--- src/rtl/slow_clk_monitor_pkg.sv ---
// Shared types and defaults for the slow-clock monitor and its edge detector.
package slow_clk_pkg;

  typedef enum logic [1:0] {
    UNLOCKED = 2'd0,
    ACQUIRE  = 2'd1,
    LOCKED   = 2'd2
  } lock_state_t;

  localparam int HALF_PERIOD_DEF = 5000;
  localparam int TOL_DEF         = 4;
  localparam int LOCK_COUNT_DEF  = 4;
  localparam int CNT_W_DEF       = 26;

  // |m - target| <= tol, evaluated on the larger-minus-smaller side so the
  // unsigned subtraction can never wrap.
  function automatic logic within_tol(input logic [31:0] m,
                                      input logic [31:0] target,
                                      input logic [31:0] tol);
    logic [31:0] diff;
    if (m >= target) begin
      diff = m - target;
    end else begin
      diff = target - m;
    end
    return (diff <= tol);
  endfunction

endpackage

--- src/rtl/slow_clk_monitor_edge.sv ---
// Two-flop synchronizer with a history flop and registered rise/fall pulses.
// The combinational edge_det flags the cycle before the pulses register, so
// the parent can update its own state on the same clock edge as the pulse.
module sync_edge_detect
  import slow_clk_pkg::*;
(
  input  logic clk,
  input  logic reset,
  input  logic din,
  output logic edge_det,
  output logic rise_tick,
  output logic fall_tick
);

  logic s1_r;
  logic s2_r;
  logic s3_r;
  logic rise_r;
  logic fall_r;
  logic edge_s;

  assign edge_s = s2_r ^ s3_r;

  // Synchronize the asynchronous input and register one-cycle edge pulses.
  always_ff @(posedge clk) begin
    if (reset) begin
      s1_r   <= 1'b0;
      s2_r   <= 1'b0;
      s3_r   <= 1'b0;
      rise_r <= 1'b0;
      fall_r <= 1'b0;
    end else begin
      s1_r   <= din;
      s2_r   <= s1_r;
      s3_r   <= s2_r;
      rise_r <= edge_s & s2_r;
      fall_r <= edge_s & ~s2_r;
    end
  end

  assign edge_det  = edge_s;
  assign rise_tick = rise_r;
  assign fall_tick = fall_r;

endmodule

--- src/rtl/slow_clk_monitor.sv ---
// Receives the divided slow clock as data, emits clk-domain edge enables,
// measures the half-period and tracks lock against the expected interval.
module slow_clk_monitor
  import slow_clk_pkg::*;
#(
  parameter int HALF_PERIOD = HALF_PERIOD_DEF,
  parameter int TOL         = TOL_DEF,
  parameter int LOCK_COUNT  = LOCK_COUNT_DEF,
  parameter int CNT_W       = CNT_W_DEF
) (
  input  logic             clk,
  input  logic             reset,
  input  logic             slow_clk_in,
  output logic             rise_tick,
  output logic             fall_tick,
  output logic [CNT_W-1:0] half_period,
  output logic             period_valid,
  output logic             locked,
  output logic             timeout
);

  localparam int MATCH_W = (LOCK_COUNT < 2) ? 1 : $clog2(LOCK_COUNT + 1);
  localparam logic [MATCH_W-1:0] LOCK_LAST   = MATCH_W'(LOCK_COUNT - 1);
  localparam logic [CNT_W-1:0]   TIMEOUT_CNT = CNT_W'(HALF_PERIOD + TOL + 1);

  logic               edge_s;
  logic               match_s;
  logic               timeout_s;
  logic [CNT_W-1:0]   cnt_r;
  logic [MATCH_W-1:0] match_cnt_r;
  lock_state_t        state_r;
  logic [CNT_W-1:0]   half_period_r;
  logic               period_valid_r;
  logic               locked_r;
  logic               timeout_r;

  sync_edge_detect u_edge (
    .clk      (clk),
    .reset    (reset),
    .din      (slow_clk_in),
    .edge_det (edge_s),
    .rise_tick(rise_tick),
    .fall_tick(fall_tick)
  );

  // cnt is the measurement only in the cycle an edge is detected.
  assign match_s   = within_tol(32'(cnt_r), 32'(HALF_PERIOD), 32'(TOL));
  assign timeout_s = (cnt_r == TIMEOUT_CNT);

  // Interval counter: restarts at 1 on each edge, saturates at all-ones.
  always_ff @(posedge clk) begin
    if (reset) begin
      cnt_r <= '0;
    end else if (edge_s) begin
      cnt_r <= CNT_W'(1);
    end else if (cnt_r != '1) begin
      cnt_r <= cnt_r + CNT_W'(1);
    end else begin
      cnt_r <= cnt_r;
    end
  end

  // Lock FSM with measurement and status registers; an edge always takes
  // priority over a timeout landing in the same cycle.
  always_ff @(posedge clk) begin
    if (reset) begin
      state_r        <= UNLOCKED;
      match_cnt_r    <= '0;
      half_period_r  <= '0;
      period_valid_r <= 1'b0;
      locked_r       <= 1'b0;
      timeout_r      <= 1'b0;
    end else begin
      timeout_r <= 1'b0;
      case (state_r)
        UNLOCKED: begin
          // First edge only establishes a reference point.
          if (edge_s) begin
            state_r     <= ACQUIRE;
            match_cnt_r <= '0;
          end
        end
        ACQUIRE: begin
          if (edge_s) begin
            half_period_r  <= cnt_r;
            period_valid_r <= 1'b1;
            if (match_s) begin
              if (match_cnt_r == LOCK_LAST) begin
                state_r     <= LOCKED;
                locked_r    <= 1'b1;
                match_cnt_r <= '0;
              end else begin
                match_cnt_r <= match_cnt_r + MATCH_W'(1);
              end
            end else begin
              match_cnt_r <= '0;
            end
          end else if (timeout_s) begin
            state_r        <= UNLOCKED;
            locked_r       <= 1'b0;
            period_valid_r <= 1'b0;
            timeout_r      <= 1'b1;
            match_cnt_r    <= '0;
          end
        end
        LOCKED: begin
          if (edge_s) begin
            half_period_r  <= cnt_r;
            period_valid_r <= 1'b1;
            if (!match_s) begin
              state_r     <= ACQUIRE;
              locked_r    <= 1'b0;
              match_cnt_r <= '0;
            end
          end else if (timeout_s) begin
            state_r        <= UNLOCKED;
            locked_r       <= 1'b0;
            period_valid_r <= 1'b0;
            timeout_r      <= 1'b1;
            match_cnt_r    <= '0;
          end
        end
        default: begin
          state_r     <= UNLOCKED;
          locked_r    <= 1'b0;
          match_cnt_r <= '0;
        end
      endcase
    end
  end

  assign half_period  = half_period_r;
  assign period_valid = period_valid_r;
  assign locked       = locked_r;
  assign timeout      = timeout_r;

endmodule

--- config.mk ---
export PLATFORM = sky130hd
export DESIGN_NAME = slow_clk_monitor
export DESIGN_NICKNAME = d
export VERILOG_FILES = /design/src/rtl/slow_clk_monitor_pkg.sv /design/src/rtl/slow_clk_monitor_edge.sv /design/src/rtl/slow_clk_monitor.sv
export SDC_FILE = /design/constraint.sdc
export NUM_CORES = 1
export LEC_CHECK = 0
export ABC_AREA = 1
export ABC_CLOCK_PERIOD_IN_PS = 3800
export CORE_ASPECT_RATIO = 1.4
export CORE_MARGIN = 2
export CORE_UTILIZATION = 65
export CTS_BUF_LIST = sky130_fd_sc_hd__clkbuf_4
export CTS_CLUSTER_DIAMETER = 200
export DETAILED_ROUTE_END_ITERATION = 8
export GPL_ROUTABILITY_DRIVEN = 0
export PLACE_DENSITY_LB_ADDON = 0.25
export SYNTH_ARGS = -nofsm -noshare
export SYNTH_HDL_FRONTEND = slang
export SYNTH_SLANG_ARGS = --single-unit
--- constraint.sdc ---
create_clock -name clk -period 3.8 [get_ports clk]
set_input_delay 0.38 -clock clk [delete_from_list [all_inputs] [get_ports clk]]
set_output_delay 0.38 -clock clk [all_outputs]
set_load 0.1 [all_outputs]
# ---- After elaboration in Yosys (flattened, before gate mapping)
# Index checks and enable logic that the tools add are counted.
# Widths: inputs -> output; s select.
dict set report word_totals {
  regBits 65
  in_bits 3
  out_inout_bits 31
  wordCells 74
}
dict set report op_classes {
  add_sub_neg 4
  magnitude_cmp 2
  eq_ne 9
  muxes 29
  bitwise_logic 6
  n_reduce_logical 11
}
# cell n
set op_table {}
lappend op_table {{$le 32x3->1 const B} 1}
lappend op_table {{$mux 32} 1}
lappend op_table {{$sub 13x26->27 const A} 1}
lappend op_table {{$sub 26x13->27 const B} 1}
lappend op_table {{$add 26x1->26 const B} 1}
lappend op_table {{$eq 26x13->1 const B} 1}
lappend op_table {{$ge 26x13->1 const B} 1}
lappend op_table {{$ne 26x26->1 const B} 1}
lappend op_table {{$mux 3} 7}
lappend op_table {{$mux 2} 7}
lappend op_table {{$mux 1} 11}
lappend op_table {{$ne 3x3->1 const B} 3}
lappend op_table {{$pmux 3 s3} 1}
lappend op_table {{$reduce_and 4->1} 2}
lappend op_table {{$pmux 2 s3} 1}
lappend op_table {{$reduce_and 2->1} 3}
lappend op_table {{$reduce_bool 2->1} 2}
lappend op_table {{$reduce_or 2->1} 2}
lappend op_table {{$add 3x1->3 const B} 1}
lappend op_table {{$eq 3x2->1 const B} 1}
lappend op_table {{$not 1->1} 3}
lappend op_table {{$pmux 1 s3} 1}
lappend op_table {{$reduce_or 3->1} 1}
lappend op_table {{$and 1x1->1} 2}
lappend op_table {{other kinds (5)} 5}

# ---- Longest topological paths before layout
dict set report depth {
  depth_word 6
  mapped_depth 22
  ltp_nobuf 22
}

# ---- By module
# Synthesis repeated with hierarchy kept, for this count alone.
dict set report unflattened {
  cells_unflattened 774
  area_unflattened_um2 4798.4
}
# module n_inst cells_per_inst area_per_inst_um2 seq_area_each_um2
set by_module_without_submodules {}
lappend by_module_without_submodules {slow_clk_monitor 1 755 4628.2 1201.2}
lappend by_module_without_submodules {sync_edge_detect 1 19 170.2 100.1}

# ---- Least setup slack after synthesis
# OpenSTA, ideal clock, no wires.
dict set report synth_path {
  kind {register to register}
  start {reg cnt_r[3]}
  end {reg state_r[0]}
  setup_ns 0.113
  arrival_time_ns 2.156
  t_required_ns 3.687
  setup_slack_ns 1.531
  stages_incl_launch_ff 20
  path_buffers 1
  synth_period_minus_slack_ns 2.269
  path_cell_list {dfxtp_1 > buf_2 > inv_2 > ha_1 > nand2_4 > nand2_4 > nand2_4 > nand3_4 > nand3_4 > inv_4 > nand2_2 > nand3_1 > nor2_2 > nand3_2 > nor2_4 > nand3_4 > nand3_1 > nand2_1 > nand2_1 > nor2_1}
}
dict set report synth_via {
  elab_chain_len 5
  elab_cells_between_ends 13
  classes_between {add/sub (2); order compare (2); eq/ne (3); mux (5); reduce/logical (1)}
}
# element line_no
set synth_lines {}
lappend synth_lines {{start: declaration} slow_clk_monitor.sv:29} ;# logic [CNT_W-1:0] cnt_r;
lappend synth_lines {{start signal: assignment} slow_clk_monitor.sv:57} ;# cnt_r <= cnt_r + CNT_W'(1);
lappend synth_lines {{start signal: assignment} slow_clk_monitor.sv:59} ;# cnt_r <= cnt_r;
lappend synth_lines {{$sub 13x26->27 (tied with other cells)} slow_clk_monitor_pkg.sv:24} ;# diff = target - m;
lappend synth_lines {{$mux 32} slow_clk_monitor_pkg.sv:21} ;# if (m >= target) begin
lappend synth_lines {{$le 32x3->1} slow_clk_monitor_pkg.sv:26} ;# return (diff <= tol);
lappend synth_lines {{$ne 3x3->1 (no line)} --}
lappend synth_lines {{$reduce_and 4->1 (no line)} --}
lappend synth_lines {{end signal: assignment} slow_clk_monitor.sv:67} ;# state_r <= UNLOCKED;
lappend synth_lines {{end signal: assignment} slow_clk_monitor.sv:79} ;# state_r <= ACQUIRE;
lappend synth_lines {{end signal: assignment} slow_clk_monitor.sv:89} ;# state_r <= LOCKED;
lappend synth_lines {{end: declaration} slow_clk_monitor.sv:31} ;# lock_state_t state_r;
# Parallel ways exist; a longest one is shown, timed or not.
# A chain may end at the register's enable or synchronous reset.

# ---- Final worst setup path
dict set report layout_path {
  start {reg cnt_r[3]}
  end {reg match_cnt_r[0]}
}
dict set report layout_via {
  elab_chain_len 6
  elab_cells_between_ends 13
  classes_between {add/sub (2); order compare (2); eq/ne (2); mux (6); reduce/logical (1)}
}
# element line_no
set layout_lines {}
lappend layout_lines {{$sub 13x26->27 (tied with other cells)} slow_clk_monitor_pkg.sv:24}
lappend layout_lines {{$mux 32} slow_clk_monitor_pkg.sv:21}
lappend layout_lines {{$le 32x3->1} slow_clk_monitor_pkg.sv:26}
lappend layout_lines {{$mux 3} slow_clk_monitor.sv:87} ;# if (match_s) begin
lappend layout_lines {{$mux 3} slow_clk_monitor.sv:84} ;# if (edge_s) begin
lappend layout_lines {{$pmux 3 s3} slow_clk_monitor.sv:75} ;# case (state_r)
lappend layout_lines {{end signal: assignment} slow_clk_monitor.sv:93} ;# match_cnt_r <= match_cnt_r + MATCH_W'(1);
lappend layout_lines {{end: declaration} slow_clk_monitor.sv:30} ;# logic [MATCH_W-1:0] match_cnt_r;
# Parallel ways exist; a longest one is shown, timed or not.

==> metrics.md <==
| Metric | Value |
|---|---|
| Gate power share | `0.367` |
| TritonCTS clock tree | `built` |
| Final Hold Violating Endpoints | `0` |
| Routed WL | `13.6 mm` |
| Dominant cells by area after synthesis | `dfxtp_1 (29%), nand2_1 (15%), nor2_1 (8.3%)` |
| DR DRC count | `0` |
| Post-synth EDFFs | `0` |
| Worst slew pin tran | `around 0.97 ns` |
| RR Startpoint | `cnt_r[3]` |
| Top-area cell type share of the netlist area | `0.290` |
| FFs w/ async S/R, synth | `0` |
| Largest net degree at the start of global routing | `52` |
| Slowest Stage Delay on Critical Path | `about 0.57 ns` |
| Number of global-route vias before repair | `4794` |
| RSZ-0062 raised after global routing | `false` |
| Synth Area in Compound Gates | `0.122` |
| FILL cells | `about 550` |
| Post-CTS Hold Buffers | `0` |
| WP buf/inv | `2` |
| Power density over the cells | `between 400 and 500 mW/mm2` |
| Max H-tree Level | `3` |
| Die Area | `between 0.007 and 0.008 mm2` |
| Core Area | `0.00661 mm2` |
| Starting Density | `0.678` |
| Worst vdd ir | `approximately 340 uV` |
| Synth unique cells | `42` |
| Fin crit share | `0.768` |
| Combined area of all synthesized cells | `~0.0045 mm2` |
| Worst EP required | `~4.2 ns` |
| Clock Root Buffer | `clkbuf_4` |
| Cells after synthesis | `a little over 700` |
| Setup crit end | `match_cnt_r[0]` |
| Flop pwr share | `0.372` |
| Clk_skew | `between 0.015 and 0.02 ns` |
| Clk_lat worst skew | `about 0.46 ns` |
| CP Capture Type | `flip-flop` |
| Synthesis-to-finish area growth | `11.8%` |
| N_diodes | `0` |
| Simple-Gate Fraction of Synth Area | `0.428` |
| Mux cell area share after synthesis | `0` |
| R2R Path End | `match_cnt_r[0]` |
| Gr usage total | `0.391` |
| Delay-heaviest family, CP | `simple AND/OR/NAND/NOR gates` |
| DP Area | `around 0.0049 mm2` |
| Max-slew violation count | `0` |
| First-pass DRT Iterations | `6` |
| Ports | `34` |
| Die extent in x | `about 74 um` |
| Share of cells above drive strength 1 | `0.0921` |
| Final HPWL DP | `between 10 and 15 mm` |
| Max-cap viol count | `0` |
| Hold Worst Slack | `roughly 0.41 ns` |
| Slowest library cell on the worst path | `dfxtp_1` |
| Synthesized net count | `roughly 730` |
| Number of buffers added on ports | `33` |
| Fmax | `roughly 340 MHz` |
| Top cells by count, synth | `nand2_1 (175), nor2_1 (99), inv_1 (73), dfxtp_1 (65), nand3_1 (58)` |
| Internal power | `approximately 1200 uW` |
| NumNets Final | `around 760` |
| Clock power frac | `0.262` |
| Via count | `around 5000` |
| Crit path kind | `flip-flop to flip-flop` |
| Most frequent cell after synthesis | `nand2_1` |
| Die height | `approximately 100 um` |
| Leading area contributor after synthesis | `dfxtp_1` |
| HP Class | `flip-flop to flip-flop` |
| CTS buffer count | `9` |
| Startpoint Class | `flip-flop` |
| Post-Synth XOR/XNOR Area | `0.0215` |
| Minimum clock period | `around 3 ns` |
| Max-slew headroom | `0.348` |
| CTS clk-pin slew, worst paths | `around 0.11 ns` |
| DR iter-0 viols | `538` |
| Initial antenna violation count | `0` |
| Critical path depth | `17` |
| Status | `finished clean` |
| Synth Area in Adders | `0.0391` |
| Top_reg_cell synth | `dfxtp_1` |
| Maximum root-to-sink buffer count | `2` |
| Cell Chain, Critical Path | `inv_2 -> ha_1 -> nand2_4 -> nand3_2 -> nand3_1 -> nand3_1 -> nor2_1 -> nand3_1 -> nand2_1 -> nand4_1 -> nor2_4 -> nand3_4 -> nand2_2 -> inv_2 -> nor2_2 -> nor2_1 -> nor2_1` |
| Synthesis-stage register bit count | `65` |
| Setup_tns | `0 ns` |
| WP data arrival | `~3.3 ns` |
| Sw Share | `0.435` |
| Number of placement rows | `35` |
| Design area | `between 0.005 and 0.006 mm2` |
| Syn. warnings | `0` |
| Postcts setup bufs | `0` |
| R2R cell count | `17` |
| Max Fanout on Critical Path | `10` |
| # resized after CTS | `0` |
| Synthesized area per cell | `roughly 6.3 um2` |
| CTS sink count | `between 60 and 70` |
| Fraction of the yosys area taken by sequential cells | `0.290` |
| Global-route wire length before repair | `about 23 mm` |
| Static Leak | `between 0.002 and 0.0025 uW` |
| Final setup violation count | `0` |
| DRT antenna net count | `0` |
| Setup crit start | `cnt_r[3]` |
| Global route overflow | `0` |
| Vias per cell | `approximately 6.0` |
| R2R setup slack | `slightly below 0.9 ns` |
| Switching Power | `915 uW` |
| Routed len/inst | `16.1 um` |
| Largest family of logic cells by synthesized area | `simple AND/OR/NAND/NOR gates` |
==> per-stage QoR <==
stage / utilization / setup slack, ns / cells / power (uW)
after floorplan: - / 1.53 / 715 / 1390
after global placement: 0.734 / 1.06 / 825 / 1540
after detailed placement: 0.734 / 1.01 / 825 / 1560
after CTS: 0.758 / 0.961 / 841 / 2100
after global routing: 0.758 / 0.639 / 841 / 2190
final: 0.758 / 0.882 / 841 / 2100
==> registers in the layout, summed over array words and instances (netlist names) <==
register / count
cnt_r: 26
half_period: 26
locked: 1
match_cnt_r: 3
period_valid: 1
state_r: 2
timeout: 1
u_edge.fall_tick: 1
u_edge.rise_tick: 1
u_edge.s1_r: 1
u_edge.s2_r: 1
u_edge.s3_r: 1
==> worst min-delay path by stage <==
stage                startpoint  slack, ns  cells after the start          end
finish              u_edge.s1_r       0.41                      2  u_edge.s2_r
global route        slow_clk_in       0.44                      3  u_edge.s1_r
CTS                 u_edge.s1_r       0.42                      2  u_edge.s2_r
detailed placement  u_edge.s1_r       0.40                      2  u_edge.s2_r
global placement    u_edge.s1_r       0.40                      2  u_edge.s2_r
floorplan           u_edge.s1_r       0.39                      2  u_edge.s2_r
==> tightest hold or removal path, delay by kind of cell, from the launching register on <==
kind                   cells  cell delay (ns)
buffers and inverters      1             0.04
AND/OR/NAND/NOR            1             0.03
flip-flops                 1             0.32
==> cells in the final DEF, fill, tap and decap left out, types with 3 or more instances in the layout <==
cell | synthesis | routed
o21ai_0 | 45 | 45
nand4_1 | 16 | 16
inv_1 | 73 | 73
a21oi_1 | 49 | 49
clkinv_1 | 3 | 4
nand3_2 | 3 | 3
dfxtp_1 | 65 | 65
clkdlybuf4s50_1 | 0 | 33
nand2_4 | 5 | 5
xor2_1 | 10 | 10
nand2_2 | 6 | 6
nor2_4 | 5 | 5
and2_1 | 3 | 3
buf_4 | 4 | 3
clkbuf_4 | 0 | 9
ha_1 | 14 | 14
o21ai_1 | 3 | 3
nand2_1 | 175 | 175
nor2_2 | 9 | 10
nand3_4 | 3 | 3
nor3_1 | 21 | 21
nor2_1 | 99 | 98
nand3_1 | 58 | 58
inv_2 | 10 | 10
==> layer usage <==
layer  vias to the layer above  routed length, um  GRT usage
met3                        92               1270     0.0769
met1                      2257               4840      0.435
met2                       312               6450      0.656
met5                         -                  0          0
met4                         0               1000      0.277
li1                       2374                  -          -
==> final cells by class <==
class,count,area [um2],share of cell area
multi-input cells,543,2740,0.546
flip-flops and latches,65,1300,0.260
repair buffers,36,353,0.0704
inverters,89,344,0.0686
well taps,92,115,0.0230
clock inverters,7,93.8,0.0187
clock buffers,9,67.6,0.0135
==> power by group through the flow <==
stage	Sequential [uW]	Combinational (uW)	Clock (uW)
global route	790	822	578
detailed placement	797	765	0
floorplan	1150	236	0
CTS	782	768	551
global placement	793	749	0
finish	782	772	551
==> logic make-up after synthesis <==
family,count (synthesis)
AND/OR/NAND/NOR,413
buffers and inverters,107
AO/OA/AOI/OAI,105
flip-flops,65
adder cells (fa/ha/maj),14
XOR/XNOR,11
(Power assumes the default switching activity.)
